## config.mk

```make
export PLATFORM = sky130hd
export DESIGN_NAME = pio_event_master
export DESIGN_NICKNAME = d
export VERILOG_FILES = /design/src/rtl/pio_evt_pkg.sv /design/src/rtl/pio_evt_fifo.sv /design/src/rtl/pio_event_master.sv
export SDC_FILE = /design/constraint.sdc
export NUM_CORES = 1
export LEC_CHECK = 0
export BUFFER_PORTS_ARGS = -buffer_cell sky130_fd_sc_hd__buf_2
export CORE_AREA = 4 4 283 285
export CTS_CLUSTER_SIZE = 30
export DETAILED_ROUTE_END_ITERATION = 8
export DIE_AREA = 0 0 287 289
export GPL_TIMING_DRIVEN = 0
export HOLD_SLACK_MARGIN = 0.1
export MAX_ROUTING_LAYER = met4
export SYNTH_ARGS = -nofsm -noshare
export SYNTH_HDL_FRONTEND = slang
export SYNTH_HIERARCHICAL = 1
export SYNTH_SLANG_ARGS = --single-unit
```

## constraint.sdc

```tcl
create_clock -name clk -period 8.2 [get_ports clk]
set_input_delay 0.41 -clock clk [delete_from_list [all_inputs] [get_ports clk]]
set_output_delay 0.41 -clock clk [all_outputs]
set_load 0.005 [all_outputs]
```

## src/rtl/pio_evt_pkg.sv

```systemverilog
// Shared types for the PIO event master: FSM states, responder register map, event records.
// Build option PIO_EVT_TIMESTAMP_EN adds a timestamp field to the stored record.
package pio_evt_pkg;

  typedef enum logic [2:0] {
    INIT,
    IDLE,
    RD_CAP,
    RD_DATA,
    CLR,
    PUSH
  } state_t;

  localparam logic [1:0] REG_DATA = 2'd0;
  localparam logic [1:0] REG_MASK = 2'd2;
  localparam logic [1:0] REG_EDGE = 2'd3;

  typedef struct packed {
    logic [31:0] capture;
    logic [31:0] data;
    logic [31:0] timestamp;
  } evt_rec_t;

  // Without timestamps the FIFO only stores capture and data.
`ifdef PIO_EVT_TIMESTAMP_EN
  typedef evt_rec_t evt_store_t;
`else
  typedef struct packed {
    logic [31:0] capture;
    logic [31:0] data;
  } evt_store_t;
`endif

endpackage

```

## src/rtl/pio_evt_fifo.sv

```systemverilog
// Synchronous first-word-fall-through FIFO with registered head, valid and level.
module pio_evt_fifo #(
  parameter int DEPTH = 8,
  parameter type T = logic [63:0]
) (
  input  logic                     clk,
  input  logic                     reset,
  input  logic                     push,
  input  T                         din,
  input  logic                     pop,
  output logic                     valid,
  output T                         head,
  output logic [$clog2(DEPTH):0]   level
);

  localparam int AW = $clog2(DEPTH);
  localparam logic [AW:0] FULL_LEVEL = (AW+1)'(DEPTH);

  T mem [DEPTH];
  logic [AW-1:0] rd_ptr;
  logic [AW-1:0] wr_ptr;
  logic [AW-1:0] rd_next;
  logic          do_push;
  logic          do_pop;
  logic [AW:0]   remain;
  logic [AW:0]   level_next;

  always_comb begin
    do_pop     = pop && (level != '0);
    do_push    = push && ((level != FULL_LEVEL) || do_pop);
    rd_next    = rd_ptr + AW'(do_pop);
    remain     = level - (AW+1)'(do_pop);
    level_next = remain + (AW+1)'(do_push);
  end

  always_ff @(posedge clk) begin
    if (do_push) mem[wr_ptr] <= din;
  end

  // The head register is refilled from the incoming word when it lands in an otherwise empty FIFO.
  always_ff @(posedge clk) begin
    if (reset) begin
      rd_ptr <= '0;
      wr_ptr <= '0;
      level  <= '0;
      valid  <= 1'b0;
      head   <= '0;
    end else begin
      if (do_push) wr_ptr <= wr_ptr + AW'(1);
      rd_ptr <= rd_next;
      level  <= level_next;
      valid  <= (level_next != '0);
      if (level_next == '0)  head <= '0;
      else if (remain == '0) head <= din;
      else                   head <= mem[rd_next];
    end
  end

endmodule

```

## src/rtl/pio_event_master.sv

```systemverilog
// Avalon-MM initiator that services an edge-capture PIO responder and queues event records.
// Build option PIO_EVT_TIMESTAMP_EN enables a free-running cycle stamp per event.
module pio_event_master
  import pio_evt_pkg::*;
#(
  parameter logic [31:0] IRQ_MASK   = 32'hFFFF_FFFF,
  parameter int          FIFO_DEPTH = 8
) (
  input  logic                            clk,
  input  logic                            reset,
  input  logic                            enable,
  input  logic                            irq_in,
  output logic [1:0]                      avm_address,
  output logic                            avm_chipselect,
  output logic                            avm_write_n,
  output logic [31:0]                     avm_writedata,
  input  logic [31:0]                     avm_readdata,
  output logic                            evt_valid,
  input  logic                            evt_ready,
  output logic [31:0]                     evt_capture,
  output logic [31:0]                     evt_data,
  output logic [31:0]                     evt_timestamp,
  output logic [$clog2(FIFO_DEPTH):0]     fifo_level,
  output logic                            busy
);

  localparam int LW = $clog2(FIFO_DEPTH) + 1;
  localparam logic [LW-1:0] FULL_LEVEL = LW'(FIFO_DEPTH);

  state_t      state;
  logic [31:0] cap_r;
  logic [31:0] data_r;
  logic        push;
  evt_store_t  rec_in;
  evt_store_t  rec_head;

`ifdef PIO_EVT_TIMESTAMP_EN
  logic [31:0] cycle_cnt;
  logic [31:0] stamp_r;

  always_ff @(posedge clk) begin
    if (reset) cycle_cnt <= '0;
    else       cycle_cnt <= cycle_cnt + 32'd1;
  end

  always_ff @(posedge clk) begin
    if (reset)                 stamp_r <= '0;
    else if (state == RD_CAP)  stamp_r <= cycle_cnt;
  end
`endif

  // Bus outputs are registered alongside the state; the read data is only ever sampled, never passed through.
  always_ff @(posedge clk) begin
    if (reset) begin
      state          <= INIT;
      busy           <= 1'b0;
      cap_r          <= '0;
      data_r         <= '0;
      avm_chipselect <= 1'b0;
      avm_write_n    <= 1'b1;
      avm_address    <= REG_DATA;
      avm_writedata  <= '0;
    end else begin
      avm_chipselect <= 1'b0;
      avm_write_n    <= 1'b1;
      avm_address    <= REG_DATA;
      avm_writedata  <= '0;
      case (state)
        INIT: begin
          avm_chipselect <= 1'b1;
          avm_write_n    <= 1'b0;
          avm_address    <= REG_MASK;
          avm_writedata  <= IRQ_MASK;
          busy           <= 1'b0;
          state          <= IDLE;
        end
        IDLE: begin
          if (irq_in && enable && (fifo_level != FULL_LEVEL)) begin
            avm_chipselect <= 1'b1;
            avm_address    <= REG_EDGE;
            busy           <= 1'b1;
            state          <= RD_CAP;
          end else begin
            busy <= 1'b0;
          end
        end
        RD_CAP: begin
          avm_chipselect <= 1'b1;
          avm_address    <= REG_DATA;
          state          <= RD_DATA;
        end
        RD_DATA: begin
          cap_r <= avm_readdata;
          // A zero capture means a spurious interrupt, so no clear is issued.
          if (avm_readdata != '0) begin
            avm_chipselect <= 1'b1;
            avm_write_n    <= 1'b0;
            avm_address    <= REG_EDGE;
            avm_writedata  <= avm_readdata;
          end
          state <= CLR;
        end
        CLR: begin
          data_r <= avm_readdata;
          state  <= PUSH;
        end
        PUSH: begin
          busy  <= 1'b0;
          state <= IDLE;
        end
        default: state <= IDLE;
      endcase
    end
  end

  always_comb begin
    push           = (state == PUSH) && (cap_r != '0);
    rec_in         = '0;
    rec_in.capture = cap_r;
    rec_in.data    = data_r;
`ifdef PIO_EVT_TIMESTAMP_EN
    rec_in.timestamp = stamp_r;
`endif
  end

  pio_evt_fifo #(
    .DEPTH (FIFO_DEPTH),
    .T     (evt_store_t)
  ) u_fifo (
    .clk   (clk),
    .reset (reset),
    .push  (push),
    .din   (rec_in),
    .pop   (evt_ready),
    .valid (evt_valid),
    .head  (rec_head),
    .level (fifo_level)
  );

  assign evt_capture = rec_head.capture;
  assign evt_data    = rec_head.data;
`ifdef PIO_EVT_TIMESTAMP_EN
  assign evt_timestamp = rec_head.timestamp;
`else
  assign evt_timestamp = '0;
`endif

endmodule

```

Yosys cells after proc, flatten, opt, wreduce, memory -nomap -nowiden
Memories as Yosys holds them, arrays and structs flattened.
Index checks and enable logic that the tools add are counted.
{"block": "totals", "reg_bits": 179, "latchBits": 0, "ramBits": 512, "romBits": 0, "input_bits": 37, "output_inout_bits": 138, "elab_cells": 59, "memories": 1}
{"memory": "u_fifo.mem", "words": 8, "width": 64, "rd": 1, "rd_clocked_by_memory_dff": 0, "wr": 1, "line_no": "pio_evt_fifo.sv:19", "source": "T mem [DEPTH];"}
{"block": "op_classes", "add_sub_neg": 4, "n_mul": 0, "div": 0, "n_lt_le_gt_ge": 0, "eq_ne": 7, "shift": 0, "n_mux": 16, "bitwise_logic": 0, "n_reduce_logical": 17}
{"operator": "2-to-1 mux 64 bit", "count": 1}
{"operator": "case mux 32 bit (2 select lines)", "count": 1}
{"operator": "nonzero test 32 bit", "count": 2}
{"operator": "2-to-1 mux 32 bit", "count": 1}
{"operator": "case mux 3 bit (4 select lines)", "count": 1}
{"operator": "zero test 4 bit", "count": 2}
{"operator": "nonzero test 4 bit", "count": 2}
{"operator": "== test 3 x 2 -> 1 bit (second input constant)", "count": 2}
{"operator": "== test 3 bit (second input constant)", "count": 2}
{"operator": "case mux 2 bit (3 select lines)", "count": 1}
{"operator": "OR reduction 2 bit", "count": 3}
{"operator": "logical AND 1 bit", "count": 5}
{"operator": "2-to-1 mux 1 bit", "count": 5}
{"operator": "adder 4 x 1 -> 4 bit", "count": 1}
{"operator": "2-to-1 mux 2 bit", "count": 2}
{"operator": "inequality test 4 bit (second input constant)", "count": 1}
{"operator": "case mux 1 bit (2 select lines)", "count": 2}
{"operator": "subtractor 4 x 1 -> 4 bit", "count": 1}
{"operator": "adder 3 x 1 -> 3 bit", "count": 1}
{"operator": "adder 3 x 1 -> 3 bit (second input constant)", "count": 1}
{"operator": "== test 3 x 1 -> 1 bit (second input constant)", "count": 1}
{"operator": "zero test 3 bit", "count": 1}
{"operator": "2-to-1 mux 3 bit", "count": 1}
{"operator": "case mux 1 bit (3 select lines)", "count": 1}
{"operator": "other kinds (3)", "count": 3}

Depth between registers and ports, before layout
Gate-level depths: netlist of the first run.
{"block": "logic_depth", "word_depth": 7, "depth_mapped": 15, "depth_no_buf": 13}

Cells and area by module
Netlist of the first run, hierarchy kept.
{"mod": "pio_evt_fifo", "instances": 1, "cells_each": 1733, "area_each_um2": 25494.5, "seq_area_each_um2": 16876.2}
{"mod": "pio_event_master", "instances": 1, "cells_each": 444, "area_each_um2": 3769.9, "seq_area_each_um2": 2082.0}

Least setup slack after synthesis of the first run
No wires, ideal clock.
{"block": "synth_timing", "path_type": "register to register", "start": "reg cap_r[23]", "end": "mem u_fifo/mem[0][0] in the netlist's numbering, enable pin", "setup_time_ps": 565, "arrival_ps": 5628, "required_ps": 7635, "path_slack_ps": 2007, "path_stages_with_launch": 9, "n_path_buf": 0, "synth_period_minus_slack_ps": 6193, "cell_sequence": "dfxtp_1 nor4_1 nand4_1 nor2_1 nor4bb_1 o41ai_1 inv_1 nand2b_1 nor3_1"}
{"block": "synth_between", "elab_chain_cells": 5}
{"element": "from (decl)", "line_no": "pio_event_master.sv:31", "source": "logic [31:0] cap_r;"}
{"element": "from (signal assigned)", "line_no": "pio_event_master.sv:93", "source": "cap_r <= avm_readdata;"}
{"element": "nonzero test 32 bit", "line_no": "pio_event_master.sv:117", "source": "push = (state == PUSH) && (cap_r != '0);"}
{"element": "logical AND 1 bit", "line_no": "pio_event_master.sv:117"}
{"element": "via push", "line_no": "pio_event_master.sv:33", "source": "logic push;"}
{"element": "logical AND 1 bit", "line_no": "pio_evt_fifo.sv:30", "source": "do_push = push && ((level != FULL_LEVEL) || do_pop);"}
{"element": "via u_fifo.do_push", "line_no": "pio_evt_fifo.sv:23", "source": "logic do_push;"}
{"element": "2-to-1 mux 1 bit", "line_no": "pio_evt_fifo.sv:37", "source": "if (do_push) mem[wr_ptr] <= din;"}
{"element": "2-to-1 mux 1 bit (not written as such)", "line_no": "pio_evt_fifo.sv:37"}
{"element": "to (decl)", "line_no": "pio_evt_fifo.sv:19"}
The timed path passes the listed nets, and every way through them passes these cells.

Worst setup path in the final report of the first run
{"block": "layout_timing", "start": "reg u_fifo.level[2]", "end": "reg u_fifo/head[0] in the netlist's numbering"}
{"block": "layout_between", "elab_chain_cells": 7, "elab_cells_between_ends": 13, "cone_classes": "add/sub (3); eq/ne (1); mux (1); reduce/logical (7); memory (1)"}
{"element": "from (decl)", "line_no": "pio_evt_fifo.sv:13", "source": "output logic [$clog2(DEPTH):0] level"}
{"element": "from (signal assigned)", "line_no": "pio_evt_fifo.sv:51", "source": "level <= level_next;"}
{"element": "parallel branches: the longest is 7 deep, another holds subtractor 4 x 1 -> 4 bit"}
{"element": "to (signal assigned)", "line_no": "pio_evt_fifo.sv:54", "source": "else if (remain == '0) head <= din;"}
{"element": "to (signal assigned)", "line_no": "pio_evt_fifo.sv:55", "source": "else head <= mem[rd_next];"}
{"element": "to (decl)", "line_no": "pio_evt_fifo.sv:12", "source": "output T head,"}
Several ways; the timed one is not identified.
A chain may end at the register's enable or synchronous reset.

==> results of run 1 <==
## cell type report
class / instances / area [sq um] / area share [%]
multi-input cells: 1271 / 9250 / 26.7
clock buffers: 109 / 2240 / 6.49
repair buffers: 184 / 1310 / 3.77
clock inverters: 29 / 304 / 0.879
diodes: 3 / 7.51 / 0.0217
inverters: 6 / 25.0 / 0.0723
plain buffers: 240 / 1210 / 3.50
well taps: 1040 / 1300 / 3.76
flip-flops and latches: 691 / 19000 / 54.8
## repair_timing
item                       in CTS  in global routing
setup endpoints to repair       0                  0
hold buffers                   15                  0
hold endpoints to repair       15                  0
gates resized for setup         0                  0
## tightest hold or removal path, cell delays in order
cell and delay [ns]:
buf_2 0.17, nand2_1 0.08, a21oi_1 0.05
## flip-flops by register name, indices dropped and copies added (netlist names), 2 cells and up
signal         count
u_fifo/head       64
cap_r             32
u_fifo/rd_ptr      3
avm_writedata     32
data_r            32
u_fifo/wr_ptr      3
state              3
avm_address        2
u_fifo/mem       512
u_fifo/level       4
## where the power goes
group	switching, mW	internal (mW)
combinational	3.41	2.29
sequential	0.0674	3.85
clock	1.39	2.09
total	4.87	8.24
## logic make-up (layout without fill, tap and decap cells)
group	after synthesis	count (layout)	synth area share, %
AOI/OAI and AO/OA	682	682	18.4
xor gates and xnor gates	8	8	0.406
and+or+nand+nor	412	412	7.11
buffers and inverters	246	568	4.22
DFF	691	691	64.8
other	1	35	0.0128
muxes	131	131	4.80
adders and majority gates	6	6	0.257
## worst max path at each step
stage,start,end,slack (ns),cells past startpoint
floorplan,cap_r[23]$_SDFFE_PP0P_,u_fifo/mem[0][0]$_DFFE_PP_,2.01,8
global placement,cap_r[6]$_SDFFE_PP0P_,u_fifo/mem[0][33]$_DFFE_PP_,-3.32,8
detailed placement,u_fifo/level[2]$_SDFF_PP0_,u_fifo/head[42]$_SDFF_PP0_,2.83,13
CTS,u_fifo/level[2]$_SDFF_PP0_,u_fifo/head[43]$_SDFF_PP0_,2.79,13
global route,u_fifo/level[2]$_SDFF_PP0_,u_fifo/head[63]$_SDFF_PP0_,2.67,14
finish,u_fifo/level[2]$_SDFF_PP0_,u_fifo/head[0]$_SDFF_PP0_,2.76,13
## stage by stage
| step | util [%] | cell area, sq um |
|---|---|---|
| floorplan | - | 29400 |
| global placement | 40.6 | 31400 |
| detailed placement | 41.2 | 31900 |
| CTS | 44.7 | 34600 |
| global route | 44.7 | 34600 |
| finish | 44.7 | 34600 |
## routing by layer
metal	global-route usage, %	part of all wire, %
met1	31.9	41
met2	36.2	45
met3	5.29	10
met4	9.18	3.8
met5	-	0
## cell usage after synthesis, types with 4 or more instances
master	n	area (sq um)
edfxtp_1	512	15400
dfxtp_1	179	3580
nand2_1	140	526
nand4_1	130	813
a22oi_1	125	938
clkbuf_1	115	432
a21oi_1	101	505
nor2_1	80	300
o21ai_0	67	335
mux2_2	65	732
mux2i_1	65	651
a22o_1	63	552
a2111o_1	61	687
o211a_1	61	611
o22ai_1	61	382
o311ai_0	57	499
a2bb2o_1	52	521
buf_2	51	255
buf_4	33	248
buf_1	23	86.3
nor4_1	17	106
buf_6	16	180
a2bb2o_2	10	113
nor3_1	8	40.0
ha_1	6	75.1
nand2b_1	6	37.5
nor2b_1	6	37.5
inv_1	5	18.8
o311ai_1	4	35.0
## cell usage in the layout (no fill, tap or decap), types with 7 or more instances in the layout
master,count
a2111o_1,61
a21oi_1,100
a22o_1,63
a22oi_1,125
a2bb2o_1,52
a2bb2o_2,10
buf_1,23
buf_12,11
buf_2,193
buf_4,33
buf_6,27
clkbuf_1,132
clkbuf_16,82
clkbuf_8,9
clkinv_1,7
clkinv_2,11
conb_1,32
dfxtp_1,179
dlygate4sd3_1,15
edfxtp_1,512
mux2_2,65
mux2i_1,65
nand2_1,140
nand4_1,130
nor2_1,73
nor4_1,17
o211a_1,61
o21ai_0,67
o22ai_1,61
o311ai_0,57
==> run metrics, run 1 <==
Data required, critical path=8.70 ns; Die Y=289 microns; clock sinks=691; Inst Count DP=3,417; Slew Limit Fails=0; RSZ-0062 raised after global routing=false; detailed-route wire length per cell=27.8 microns; f_max=184 MHz; Post-synth EDFFs=512; Mean Syn Cell Area=13.4 sq um; final hold slack=0.140 ns; Synth Register Bits=691; Reg clk slew, reported paths=0.06 ns; Detail Route Antenna Nets=0; PnR worst setup slack=2.76 ns; asr flop ratio synth=0%; Vias=21,800; top_reg_cell synth=edfxtp_1; # rows=102; Synth Cell Area=29,300 sq um; H-tree Lvls=3; DRT iter0 DRCs=2,829; Reg2Reg Depth=13; Tcrit/Tclk final=66.4%; slowest CP cell=o41ai_4; Clock Tree Buf Depth=3; Seq/Total Area, Yosys=64.8%; Slew @ Worst Pin=1.26 ns; cells along the critical path=o41ai_4, buf_6, inv_4, buf_2, and2_1, ha_1, xor2_2, buf_2, buf_2, buf_2, buf_1, o22ai_1, o211a_1; number of fill cells=7,003; drt pass-1 iters=6; clock skew=0.0318 ns; core area=77,300 sq um; Starting Density=37.8%; routed wire length=99,400 microns; Worst EP arrival=5.94 ns; Total GRT Usage=24.0%; Place WS=2.83 ns; Buf/Inv on CP=7; area delta synth->final=18.2%; clk_lat worst skew=0.63 ns; reg2reg setup slack=2.76 ns; element type at the critical path start=flip-flop; relative slew slack=15.9%; worst r2r src=u_fifo/level[2]$_SDFF_PP0_; min-delay src=avm_readdata[27]; Max-Cap Viols=0; largest net degree at the start of global routing=31; first-pass GRT wire length=144,000 microns; class of the worst hold path=in -> reg; Cells after Synth=2,177; layout cells sized above 1=19.2%; Max IR drop VDD=0.203 mV; final setup TNS=0 ns; CP Class=reg -> reg; synth unique cells=68; hold path cells=3; Overflow after GRT=0; Clock Tree Root=clkbuf_16; Final Hold Viols=0; detailed placement HPWL=69,700 microns; fin cells=3,573; CP peak stage delay=0.81 ns; Worst R2R End=u_fifo/head[0]$_SDFF_PP0_; Worst Setup End Kind=flip-flop; initial antenna violation count=2; clock period minus worst slack=5.44 ns; critical path peak fanout=10; CTS tree=yes; Most common cell on crit path=buf_2; leakage=13.0 nW; Yosys Warn Count=6; Vias/cell=6.10; Final Wtd Congestion=0.950; I/O Pins=175; Final nets=2,512; Final Setup Violations=0; die area=82,900 sq um; kind of cell adding the most delay to the critical path=buffers and inverters; CTS buffer count=75; vias in the first global route=21,400; setup bufs post-CTS=0; Pwr Density=379 nW/um^2; status=complete, no violations; post-route total power=13.1 mW; IO Port Bufs=142; Die Span X=287 microns; sink of the worst hold path=data_r[27]$_SDFFE_PP0P_; drt drc=0
Power figures use the tool's default switching activity.
==> run 2, diff against run 1 <==
ABC_AREA = 1   (was not set)
CORE_AREA = 4 4 274 276   (was 4 4 283 285)
DIE_AREA = 0 0 278 280   (was 0 0 287 289)
clock period = 5.2 ns   (was 8.2 ns; I/O delays follow)
==> run metrics, run 2 <==
reg2reg setup slack=0.98 ns; Post-DP Area=29,800 sq um; clk_lat worst skew=0.63 ns; die area=77,800 sq um; commonest non-fill, non-tap cell in the layout=nand3_1; Worst Setup End Kind=flip-flop; top layer in use=met4; top flop regs=u_fifo/mem x512, u_fifo/head x64; Starting Density=37.7%; layout cells sized above 1=15.7%; Max IR drop VDD=0.282 mV; first-pass GRT wire length=124,000 microns; most frequent cells after synthesis=711 x nand3_1, 512 x edfxtp_1, 424 x nand2_1; Slew Limit Fails=0; Post-synth EDFFs=512; Reg clk slew, reported paths=0.06 ns; clock period minus worst slack=4.22 ns; Vias=20,600; met3 wire length=8420 microns; Synth Cell Area=27,400 sq um; initial antenna violation count=5; largest net degree at the start of global routing=30; M1 wire length=34,900 microns; # rows=99; post_cts resized=0; final setup TNS=0 ns; leakage=12.9 nW; element type at the critical path start=flip-flop; IO Port Bufs=141; count leader, synth=nand3_1; Max-Cap Viols=0; class of the worst hold path=in -> reg; area delta synth->final=19.5%; Data required, critical path=5.71 ns; Mean Syn Cell Area=10.9 sq um; Worst EP arrival=4.73 ns; Vias/cell=5.37; Die Span X=278 microns; Seq/Total Area, Yosys=69.2%; detailed-route wire length per cell=21.9 microns; I/O Pins=175; Final Wtd Congestion=0.930; Buf/Inv on CP=7; Cells after Synth=2,509; critical path peak fanout=10; CTS tree=yes; slowest CP cell=clkbuf_1; core area=72,600 sq um; routed wl met2=38,000 microns; CTS buffer count=75; Detail Route Antenna Nets=0; Clock Tree Buf Depth=3; RSZ-0062 raised after global routing=false; top_reg_cell synth=edfxtp_1; drt drc=0; Slew @ Worst Pin=1.21 ns; Tcrit/Tclk final=81.1%; Total GRT Usage=21.6%; detailed placement HPWL=57,900 microns; leading area contributor after synthesis=edfxtp_1; Yosys Warn Count=6; CP peak stage delay=0.89 ns; CP Class=reg -> reg; clock skew=0.0209 ns; Area contributors post-synth=edfxtp_1 56%, dfxtp_1 13%, nand3_1 13%; most frequent cells in the layout=711 x nand3_1, 512 x edfxtp_1, 424 x nand2_1; relative slew slack=19.0%; Final nets=2,853; largest register by flop count=u_fifo/mem; Die Y=280 microns; share of the synthesized area in the top cell type=56.1%; vias in the first global route=19,700; final hold slack=0.165 ns; Clock Tree Root=clkbuf_16; DRT iter0 DRCs=2,266; f_max=237 MHz; post-route total power=18.9 mW; Synth Register Bits=691; Final Hold Viols=0; clock sinks=691; H-tree Lvls=3; Overflow after GRT=0; routed wire length=83,900 microns; cells along the critical path=nor2_2, nand2_2, nand3_2, buf_4, buf_2, inv_1, ha_1, xnor2_1, inv_1, clkbuf_1, buf_1, nand3_1, nand3_1, nand3_1, nand2_1, inv_1; drt pass-1 iters=6; synth unique cells=32; kind of cell adding the most delay to the critical path=buffers and inverters; status=complete, no violations; Pwr Density=579 nW/um^2; post-layout instance area=32,700 sq um; asr flop ratio synth=0%; setup bufs post-CTS=0; Final Setup Violations=0; max reg flops=512
-- run 2: changes by cell type in the layout (fill, tap and decap cells not counted), moves of 61 or more --
cell	delta
nor2_1	+92
a2111o_1	-61
clkbuf_1	-76
inv_1	+83
mux2i_1	-65
a22o_1	-63
a22oi_1	-125
nand3_1	+708
nand4_1	-129
nand2_1	+284
o22ai_1	-61
o211a_1	-61
mux2_2	-65
-- run 2: final cells by class --
cell class	count	area [sq um]
diodes	1	2.50
plain buffers	213	1150
clock buffers	109	2250
clock inverters	31	319
fillers	6703	39800
inverters	93	349
multi-input cells	1543	7120
flip-flops and latches	691	19000
well taps	959	1200
repair buffers	193	1390
-- run 2: metrics by stage --
step | util (%) | setup WS (ns) | cells
after floorplan | - | 0.983 | 2540
after global placement | 40.5 | -1.69 | 3640
after detailed placement | 41.1 | 1.04 | 3656
after CTS | 45.1 | 1.03 | 3832
after global routing | 45.1 | 0.801 | 3832
final | 45.1 | 0.982 | 3833
-- run 2: worst paths after layout --
kind,startpoint,endpoint,depth (start not counted)
worst max-delay path,u_fifo/level[2]$_SDFF_PP0_,u_fifo/head[63]$_SDFF_PP0_,16
worst min-delay path,evt_ready,u_fifo/wr_ptr[0]$_SDFFE_PP0P_,6
worst max register to register,u_fifo/level[2]$_SDFF_PP0_,u_fifo/head[63]$_SDFF_PP0_,16
worst min register to register,busy$_SDFFE_PP0P_,busy$_SDFFE_PP0P_,2
-- run 2: timing repair --
| item | 4_1_cts | 5_1_grt |
|---|---|---|
| hold endpoints to repair | 75 | 0 |
| hold buffers | 36 | 0 |
| setup endpoints to repair | 0 | 0 |
-- run 2: kinds of logic after synthesis --
| kind of cell | after synthesis | share of synthesized area, % |
|---|---|---|
| AND/OR/NAND/NOR | 1329 | 21.8 |
| flip-flops | 691 | 69.2 |
| buffers and inverters | 306 | 5.46 |
| AO/OA/AOI/OAI | 174 | 3.22 |
| adder cells (fa/ha/maj) | 6 | 0.274 |
| XOR/XNOR | 2 | 0.0640 |
| other | 1 | 0.0137 |
-- run 2: report_power, final --
group | total [mW] | switching [mW] | internal (mW)
Clock | 5.46 | 2.18 | 3.28
Sequential | 6.31 | 0.135 | 6.18
Combinational | 7.17 | 5.01 | 2.16
-- run 2: metal layers --
metal	global-route usage [%]	vias up
met5	-	-
met4	7.47	0
met3	4.05	150
li1	-	9353
met1	29.4	10000
met2	32.8	1064
-- run 2: tightest hold or removal path: stages --
cell,delay (ns)
buf_2,0.12
nor2_1,0.05
nand3_1,0.07
nand2_1,0.10
nand2_1,0.08
a21oi_1,0.06
